--- config.mk ---
export PLATFORM = sky130hd
export DESIGN_NAME = if_fetch
export DESIGN_NICKNAME = d
export VERILOG_FILES = /design/src/rtl/if_fetch_pkg.sv /design/src/rtl/fetch_assembler.sv /design/src/rtl/if_fetch.sv
export SDC_FILE = /design/constraint.sdc
export NUM_CORES = 1
export LEC_CHECK = 0
export CAP_MARGIN = 15
export CELL_PAD_IN_SITES_DETAIL_PLACEMENT = 1
export CELL_PAD_IN_SITES_GLOBAL_PLACEMENT = 1
export CORE_ASPECT_RATIO = 1.4
export CORE_MARGIN = 2
export CORE_UTILIZATION = 39
export DETAILED_ROUTE_END_ITERATION = 16
export GPL_ROUTABILITY_DRIVEN = 0
export PLACE_DENSITY = 0.83
export SETUP_SLACK_MARGIN = 0.15
export SLEW_MARGIN = 20
export SYNTH_ARGS = -nofsm -noshare
export SYNTH_HDL_FRONTEND = slang
export SYNTH_SLANG_ARGS = --single-unit
--- constraint.sdc ---
create_clock -name clk_in -period 3.2 [get_ports clk_in]
set_clock_uncertainty 0.15 [all_clocks]
set_input_delay 0.8 -clock clk_in [delete_from_list [all_inputs] [get_ports clk_in]]
set_output_delay 0.8 -clock clk_in [all_outputs]
set_load 0.02 [all_outputs]
--- src/rtl/if_fetch_pkg.sv ---
// Shared definitions for the instruction-fetch stage: word constants, instruction
// width and the fetch FSM state encoding.
package if_fetch_pkg;

  localparam int INS_WIDTH = 32;
  localparam logic [INS_WIDTH-1:0] ZeroWord = 32'h0000_0000;

  typedef enum logic [1:0] {
    IDLE  = 2'd0,
    FETCH = 2'd1,
    HOLD  = 2'd2,
    DRAIN = 2'd3
  } fetch_state_e;

endpackage

--- src/rtl/fetch_assembler.sv ---
// Byte-lane assembly buffer: collects four little-endian bytes into one
// instruction word and flags the cycle in which the fourth byte lands.
module fetch_assembler
  import if_fetch_pkg::*;
(
  input  logic                 clk_in,
  input  logic                 rst_in,
  input  logic                 rdy_in,
  input  logic                 clear,
  input  logic                 write,
  input  logic [7:0]           data,
  output logic                 complete,
  output logic [INS_WIDTH-1:0] word
);

  logic [INS_WIDTH-1:0] lane_buf_r;
  logic [1:0]           recv_cnt_r;

  assign complete = write && (recv_cnt_r == 2'd3);
  // Bypass the fourth byte so the word is usable in its arrival cycle.
  assign word     = complete ? {data, lane_buf_r[23:0]} : lane_buf_r;

  // Lane buffer and receive counter; counter wraps to 0 after the fourth byte.
  always_ff @(posedge clk_in) begin
    if (rst_in) begin
      lane_buf_r <= ZeroWord;
      recv_cnt_r <= 2'd0;
    end else if (rdy_in) begin
      if (clear) begin
        lane_buf_r <= ZeroWord;
        recv_cnt_r <= 2'd0;
      end else if (write) begin
        lane_buf_r[{recv_cnt_r, 3'b000} +: 8] <= data;
        recv_cnt_r                            <= recv_cnt_r + 2'd1;
      end else begin
        recv_cnt_r <= recv_cnt_r;
      end
    end else begin
      recv_cnt_r <= recv_cnt_r;
    end
  end

endmodule

--- src/rtl/if_fetch.sv ---
// RV32I instruction-fetch stage: issues four byte reads per instruction, owns the
// PC, handles execute-stage redirects and holds its output while decode stalls.
module if_fetch
  import if_fetch_pkg::*;
#(
  parameter logic [31:0] RESET_PC = 32'h0000_0000
) (
  input  logic                 clk_in,
  input  logic                 rst_in,
  input  logic                 rdy_in,
  input  logic                 stall_in,
  input  logic                 jump_flag,
  input  logic [31:0]          jump_target,
  output logic                 mem_req,
  output logic [31:0]          mem_addr,
  input  logic                 mem_grant,
  input  logic                 mem_dvalid,
  input  logic [7:0]           mem_data,
  output logic                 if_valid,
  output logic [31:0]          if_pc,
  output logic [INS_WIDTH-1:0] if_ins
);

  fetch_state_e         state_r, state_nxt_s;
  logic [31:0]          pc_r, pc_nxt_s;
  logic [1:0]           issue_cnt_r, issue_cnt_nxt_s;
  logic                 mem_req_nxt_s;
  logic [31:0]          mem_addr_nxt_s;
  logic                 if_valid_nxt_s;
  logic [31:0]          if_pc_nxt_s;
  logic [INS_WIDTH-1:0] if_ins_nxt_s;
  logic                 load_s;

  logic                 grant_s, accept_s, out_free_s;
  logic                 asm_write_s, asm_complete_s;
  logic [INS_WIDTH-1:0] asm_word_s;

  assign grant_s     = mem_req && mem_grant && (state_r == FETCH);
  assign accept_s    = if_valid && !stall_in;
  assign out_free_s  = !if_valid || accept_s;
  assign asm_write_s = (state_r == FETCH) && mem_dvalid && !jump_flag;

  fetch_assembler u_asm (
    .clk_in   (clk_in),
    .rst_in   (rst_in),
    .rdy_in   (rdy_in),
    .clear    (jump_flag),
    .write    (asm_write_s),
    .data     (mem_data),
    .complete (asm_complete_s),
    .word     (asm_word_s)
  );

  // Next-state, request and output-register logic; redirect overrides everything.
  always_comb begin
    state_nxt_s     = state_r;
    pc_nxt_s        = pc_r;
    issue_cnt_nxt_s = issue_cnt_r;
    mem_req_nxt_s   = mem_req;
    mem_addr_nxt_s  = mem_addr;
    if_valid_nxt_s  = accept_s ? 1'b0 : if_valid;
    if_pc_nxt_s     = if_pc;
    if_ins_nxt_s    = if_ins;
    load_s          = 1'b0;

    if (jump_flag) begin
      if_valid_nxt_s  = 1'b0;
      pc_nxt_s        = jump_target;
      issue_cnt_nxt_s = 2'd0;
      if (grant_s) begin
        state_nxt_s   = DRAIN;
        mem_req_nxt_s = 1'b0;
      end else begin
        state_nxt_s    = FETCH;
        mem_req_nxt_s  = 1'b1;
        mem_addr_nxt_s = jump_target;
      end
    end else begin
      case (state_r)
        IDLE: begin
          state_nxt_s     = FETCH;
          mem_req_nxt_s   = 1'b1;
          mem_addr_nxt_s  = pc_r;
          issue_cnt_nxt_s = 2'd0;
        end
        FETCH: begin
          if (asm_complete_s) begin
            if (out_free_s) begin
              load_s = 1'b1;
            end else begin
              state_nxt_s   = HOLD;
              mem_req_nxt_s = 1'b0;
            end
          end else if (grant_s) begin
            if (issue_cnt_r == 2'd3) begin
              mem_req_nxt_s = 1'b0;
            end else begin
              issue_cnt_nxt_s = issue_cnt_r + 2'd1;
              mem_addr_nxt_s  = pc_r + {30'd0, issue_cnt_r + 2'd1};
            end
          end else begin
            state_nxt_s = FETCH;
          end
        end
        HOLD: begin
          mem_req_nxt_s = 1'b0;
          if (out_free_s) begin
            load_s = 1'b1;
          end else begin
            state_nxt_s = HOLD;
          end
        end
        DRAIN: begin
          if (mem_dvalid) begin
            state_nxt_s     = FETCH;
            mem_req_nxt_s   = 1'b1;
            mem_addr_nxt_s  = pc_r;
            issue_cnt_nxt_s = 2'd0;
          end else begin
            state_nxt_s = DRAIN;
          end
        end
        default: begin
          state_nxt_s   = IDLE;
          mem_req_nxt_s = 1'b0;
        end
      endcase

      // Delivering a word also starts the next sequential fetch right away.
      if (load_s) begin
        if_valid_nxt_s  = 1'b1;
        if_pc_nxt_s     = pc_r;
        if_ins_nxt_s    = asm_word_s;
        pc_nxt_s        = pc_r + 32'd4;
        state_nxt_s     = FETCH;
        mem_req_nxt_s   = 1'b1;
        mem_addr_nxt_s  = pc_r + 32'd4;
        issue_cnt_nxt_s = 2'd0;
      end else begin
        if_pc_nxt_s = if_pc;
      end
    end
  end

  // State, PC and registered outputs; rdy_in low freezes everything.
  always_ff @(posedge clk_in) begin
    if (rst_in) begin
      state_r     <= IDLE;
      pc_r        <= RESET_PC;
      issue_cnt_r <= 2'd0;
      mem_req     <= 1'b0;
      mem_addr    <= ZeroWord;
      if_valid    <= 1'b0;
      if_pc       <= ZeroWord;
      if_ins      <= ZeroWord;
    end else if (rdy_in) begin
      state_r     <= state_nxt_s;
      pc_r        <= pc_nxt_s;
      issue_cnt_r <= issue_cnt_nxt_s;
      mem_req     <= mem_req_nxt_s;
      mem_addr    <= mem_addr_nxt_s;
      if_valid    <= if_valid_nxt_s;
      if_pc       <= if_pc_nxt_s;
      if_ins      <= if_ins_nxt_s;
    end else begin
      state_r <= state_r;
    end
  end

endmodule
Word level (Yosys, flattened, before mapping)
Index checks and enable logic that the tools add are counted.

storage, ports and cells
  register bits = 168
  input bits = 47
  word-level logic and storage cells = 102

operators by class
  reduce and logical (&&, ||, !) cells = 23
  mux-type cells = 47
  bitwise gates (word level) = 1
  eq/ne operators = 14
  shift operators = 2
  add/sub/neg operators = 5

operator list
  kind                      number
  $mux W32                  12
  $pmux W32 S3              1
  $add A32 B2 Y32           1
  $add A32 B3 Y32 const B   1
  $bwmux W32                1
  $shift A8 B7 Y32 const A  1
  $shiftx A8 B7 Y32         1
  $mux W2                   15
  $mux W1                   14
  $ne A5 B3 Y1 const B      2
  $eq A2 B2 Y1 const B      4
  $ne A4 B3 Y1 const B      2
  $ne A4 B4 Y1 const B      2
  $pmux W2 S4               1
  $reduce_and A2 Y1         4
  $neg A5 Y7                1
  $reduce_and A7 Y1         1
  $logic_and A1 B1 Y1       6
  $pmux W2 S3               1
  $reduce_and A6 Y1         1
  $ne A5 B2 Y1 const B      1
  $ne A5 B5 Y1 const B      1
  $reduce_and A5 Y1         1
  $reduce_bool A5 Y1        1
  12 further kinds          16

Logic depth before layout (Yosys ltp)
  depth after elaboration = 9
  depth in mapped cells = 11
  mapped depth without buffers = 8

Modules after synthesis
A second synthesis with hierarchy kept.

unflattened totals
  cells, all modules = 1143
  area total of the unflattened synthesis = 8993.6 um2

by module, submodules not included
  module           area an instance (um2)  times used  cells each
  if_fetch         6976.7                  1           909
  fetch_assembler  2016.9                  1           234

Worst setup path before layout
OpenSTA, ideal clock, no wires.

  path kind = input-to-reg
  start = input mem_dvalid
  end = register issue_cnt_r[0]
  path slack = 608 ps
  path buffers = 3
  required time = 2985 ps
  setup time = 65 ps
  cell stages on the path = 8
  data arrival time = 2377 ps
  cells stage by stage = clkbuf_2 > and4b_1 > buf_2 > clkbuf_1 > a21o_1 > a221oi_1 > mux2_2 > nor2_1

between the ends
  word-level cells in the longest chain between the ends = 8
  elaborated cells between the ends (all ways) = 14

RTL lines
  what                                                           RTL line               text
  from (decl)                                                    if_fetch.sv:17         input logic mem_dvalid,
  $logic_and A1 B1 Y1 (2 in series)                              if_fetch.sv:41         assign asm_write_s = (state_r == FETCH) && mem_dvalid && !jump_flag;
  $logic_and A1 B1 Y1                                            fetch_assembler.sv:19  assign complete = write && (recv_cnt_r == 2'd3);
  $mux W1                                                        if_fetch.sv:87         if (asm_complete_s) begin
  $pmux W1 S2                                                    if_fetch.sv:79         case (state_r)
  $mux W1                                                        if_fetch.sv:66         if (jump_flag) begin
  $ne A4 B4 Y1 (no line) (tied with other cells)                 -
  $reduce_and A6 Y1 (no line) / $mux W2 (equally long branches)  -
  to (signal assigned)                                           if_fetch.sv:159        issue_cnt_r <= issue_cnt_nxt_s;
  to (decl)                                                      if_fetch.sv:26         logic [1:0] issue_cnt_r, issue_cnt_nxt_s;

Several ways; a longest one is shown, not always the timed one. The select of a mux whose other input is x is not followed.
A chain may end at the register's enable or synchronous reset.

Worst setup path in the final report
  start = input mem_dvalid
  end = register mem_addr[17]

between the ends
  word-level cells in the longest chain between the ends = 8
  elaborated cells between the ends (all ways) = 14

RTL lines
  what                                                            RTL line               text
  $logic_and A1 B1 Y1 (2 in series)                               if_fetch.sv:41
  $logic_and A1 B1 Y1                                             fetch_assembler.sv:19
  $mux W1                                                         if_fetch.sv:87
  $pmux W1 S2                                                     if_fetch.sv:79
  $mux W1                                                         if_fetch.sv:66
  $ne A4 B4 Y1 (no line) (tied with other cells)                  -
  $reduce_and A7 Y1 (no line) / $mux W32 (equally long branches)  -
  to (signal assigned)                                            if_fetch.sv:152        mem_addr <= ZeroWord;
  to (signal assigned)                                            if_fetch.sv:161        mem_addr <= mem_addr_nxt_s;
  to (decl)                                                       if_fetch.sv:15         output logic [31:0] mem_addr,

Several ways; a longest one is shown, not always the timed one. The select of a mux whose other input is x is not followed.

==> out/metrics.csv <==
stage,metric,value,unit
clock_tree,tritoncts,built,
sta,setup_tns,0,ps
logic_synthesis,synth_edf_count,0,
critical_path,crit_family,buffers and inverters,
die,die_height,181,um
die,initial_utilization,39.7,%
logic_synthesis,yosysMostFrequentCell,nand2_1,
logic_synthesis,netlist_area,0.00869,mm2
logic_synthesis,syn-num-nets,1174,
critical_path,critPathRequiredTime,3360,ps
critical_path,critPathArrivalTime,2990,ps
route,routed-via-count,8936,
die,fp.dieW,130,um
logic_synthesis,synth-simple-area-share,25.4,%
power,leakagePower,3.76,nW
layout,nets,1284,
layout,instances_no_fill,1531,
logic_synthesis,netlist_instances,1111,
layout,antenna_cells,0,
global_routing,grt_max_degree,160,
hold_path,hold_path_class,register to register,
logic_synthesis,yosysWarnings,0,
clock_tree,cts.sinks,168,
logic_synthesis,synth_ff_type,dfxtp_1,
power,p_int,3.70,mW
route,detail_route.first_pass.iterations,4,
logic_synthesis,synthAdderAreaFrac,2.39,%
critical_path,crit_path_end_kind,register,
logic_synthesis,yosys-top-cells-count,"236 x nand2_1, 168 x dfxtp_1, 151 x a21oi_1",
power,power,5.13,mW
logic_synthesis,synth_top_family_by_area,simple AND/OR/NAND/NOR gates,
global_routing,grt_pass1_vias,9209,
clock_tree,numCtsBuffers,17,
die,row_count,64,
sta,fmax,354,MHz
logic_synthesis,ys_seq_elements,168,
logic_synthesis,synthMuxAreaShare,0.835,%
layout,drive_gt1_share,9.08,%
critical_path,path_buf_inv,2,
route,postRouteAntennaNets,0,
global_routing,grt_usage,25.9,%
critical_path,crit_path_top_delay_cell,clkdlybuf4s50_1,
power,p_per_area,464,mW/mm2
power,power_frac_seq,43.4,%
clock_tree,cts.htree.levels,4,
logic_synthesis,synth_top_area_share,38.7,%
critical_path,crit_chain,clkdlybuf4s50_1 -> and4b_1 -> o21ai_2 -> buf_4 -> a211oi_1 -> xnor2_1 -> o221ai_1,
global_routing,antenna_found_initial,0,
placement,portBuffers,144,
job,maxCapViolations,0,
sta,setup_viol,0,
critical_path,slowest_delay,520,ps
layout,area_growth,27.3,%
clock_tree,ctsResizeCount,0,
critical_path,path_max_fanout,9,
global_routing,grt_pass1_wl,48000,um
outcome,status,finished clean,
logic_synthesis,synth-compound-area-share,25.0,%
die,fp.dieArea,0.0235,mm2
placement,placed_cell_area,0.0104,mm2
die,core-area,0.0219,mm2
route,vias_per_cell,5.84,
route,drtIter0Drc,671,
logic_synthesis,yosysSeqAreaShare,38.7,%
route,wl,30200,um
logic_synthesis,synth-xor-area-share,1.21,%
sta,min_period_over_period,88.2,%
sta,finalCriticalPeriod,2820,ps
logic_synthesis,synth.distinct_cells,81,
route,drc,0,
clock_tree,cts_hold_buf,0,
sta,rsz0062_at_grt,no,
sta,relSlewSlack,45.5,%
clock_tree,clockBufferDepth,2,
placement,place_hpwl,20900,um
logic_synthesis,synth.avg_cell_area,7.82,um2
power,pwr-share-clk,43.6,%
critical_path,start_kind,input port,
route,wl_per_cell,19.7,um
clock_tree,clkSlewWorstSetupHoldPaths,70,ps
clock_tree,postCtsSetupRepairBufs,0,
power,swShare,27.9,%
placement,dp.cells,1499,
clock_tree,clk-insertion-delay-late,450,ps
power,power.share.combinational,13.0,%
sta,worstMarginPinSlew,817,ps
clock_tree,root_buffer,clkbuf_16,
sta,slew_viol_final,0,
sta,hold_viol,0,
logic_synthesis,synth_top_area_cell,dfxtp_1,
die,top_level_ports,145,
global_routing,grt_remaining_overflow,0,
layout,fin_area,0.0111,mm2
logic_synthesis,ys_top_cells_by_area,"dfxtp_1 39%, nand2_1 10%, a21oi_1 8.7%, nand3_1 3.6%, o21ai_0 2.4%",
power,power.switching,1.43,mW
power,ir_drop,389,uV
logic_synthesis,ys_async_sr_fraction,0,%
critical_path,criticalPathCategory,input port to register,
[worst reg2reg max path: stages, from the launching register on]
cell      delay (ps)
dfxtp_1          440
inv_1            120
ha_2             300
and4b_1          290
o21ai_2          490
buf_4            230
a211oi_1          80
xnor2_1          370
o221ai_1         160
[through the flow]
step | setup WS [ps] | utilization (%) | hold WS, ps
global placement | 41.0 | 47.7 | 289
detailed placement | -60.3 | 47.7 | 296
floorplan | 608 | - | 282
global route | 284 | 50.6 | 319
finish | 378 | 50.6 | 303
CTS | 241 | 50.6 | 306
[metal layers]
layer / track usage, % / share of wire (%) / vias up
met5: 0 / 0 / -
met4: 13.7 / 4.4 / 0
met2: 45.7 / 51 / 284
li1: - / - / 4207
met1: 29.3 / 39 / 4364
met3: 4.48 / 4.9 / 81
[cell type report]
cell class | instances | area (um2)
clock buffers | 18 | 439
clock inverters | 14 | 188
multi-input cells | 835 | 4780
well taps | 297 | 372
fillers | 2661 | 10800
inverters | 10 | 37.5
repair buffers | 189 | 1870
flip-flops and latches | 168 | 3360
[cells in the final DEF (no fill, tap or decap), types with 11 or more instances in the layout]
cell             count
nor2_1              40
a21o_1              11
clkbuf_16           17
nand4_1             16
dfxtp_1            168
and3_1              19
nand2_1            235
nand2b_1            13
nor3_1              17
nand3_1             63
a31oi_1             12
a21oi_1            151
clkdlybuf4s50_1    142
ha_1                14
o21ai_0             42
buf_4               39
o31ai_1             13
[power groups by stage]
stage | Combinational, mW | Clock, mW | Sequential [mW]
after global placement | 0.642 | 0 | 2.27
after global routing | 0.718 | 2.35 | 2.23
after detailed placement | 0.659 | 0 | 2.27
final | 0.667 | 2.24 | 2.22
after CTS | 0.665 | 2.28 | 2.22
after floorplan | 0.351 | 0 | 2.27
[cell families (layout without fill, tap and decap cells)]
kind of cell,count (synthesis),count (layout)
and+or+nand+nor,460,460
AOI/OAI and AO/OA,340,340
DFF,168,168
buffers and inverters,108,231
adders and majority gates,16,16
xor gates and xnor gates,12,12
muxes,7,7
[registers in the layout, indices dropped and copies added, names as in the netlist]
register / count
u_asm.recv_cnt_r: 2
issue_cnt_r: 2
if_pc: 32
u_asm.lane_buf_r: 32
state_r: 2
mem_addr: 32
pc_r: 32
if_ins: 32
mem_req: 1
if_valid: 1
[path summary, 6_finish.rpt]
kind | startpoint | endpoint | slack, ps | depth (start not counted)
worst min register to register | if_ins[12]$_SDFFE_PP0P_ | if_ins[12]$_SDFFE_PP0P_ | 300 | 2
worst max register to register | state_r[1]$_SDFFE_PP0P_ | mem_addr[17]$_SDFFE_PP0P_ | 430 | 8
worst max-delay path | mem_dvalid | mem_addr[17]$_SDFFE_PP0P_ | 380 | 7
worst min-delay path | if_ins[12]$_SDFFE_PP0P_ | if_ins[12]$_SDFFE_PP0P_ | 300 | 2
No activity file was read; power rests on OpenSTA's default activity.
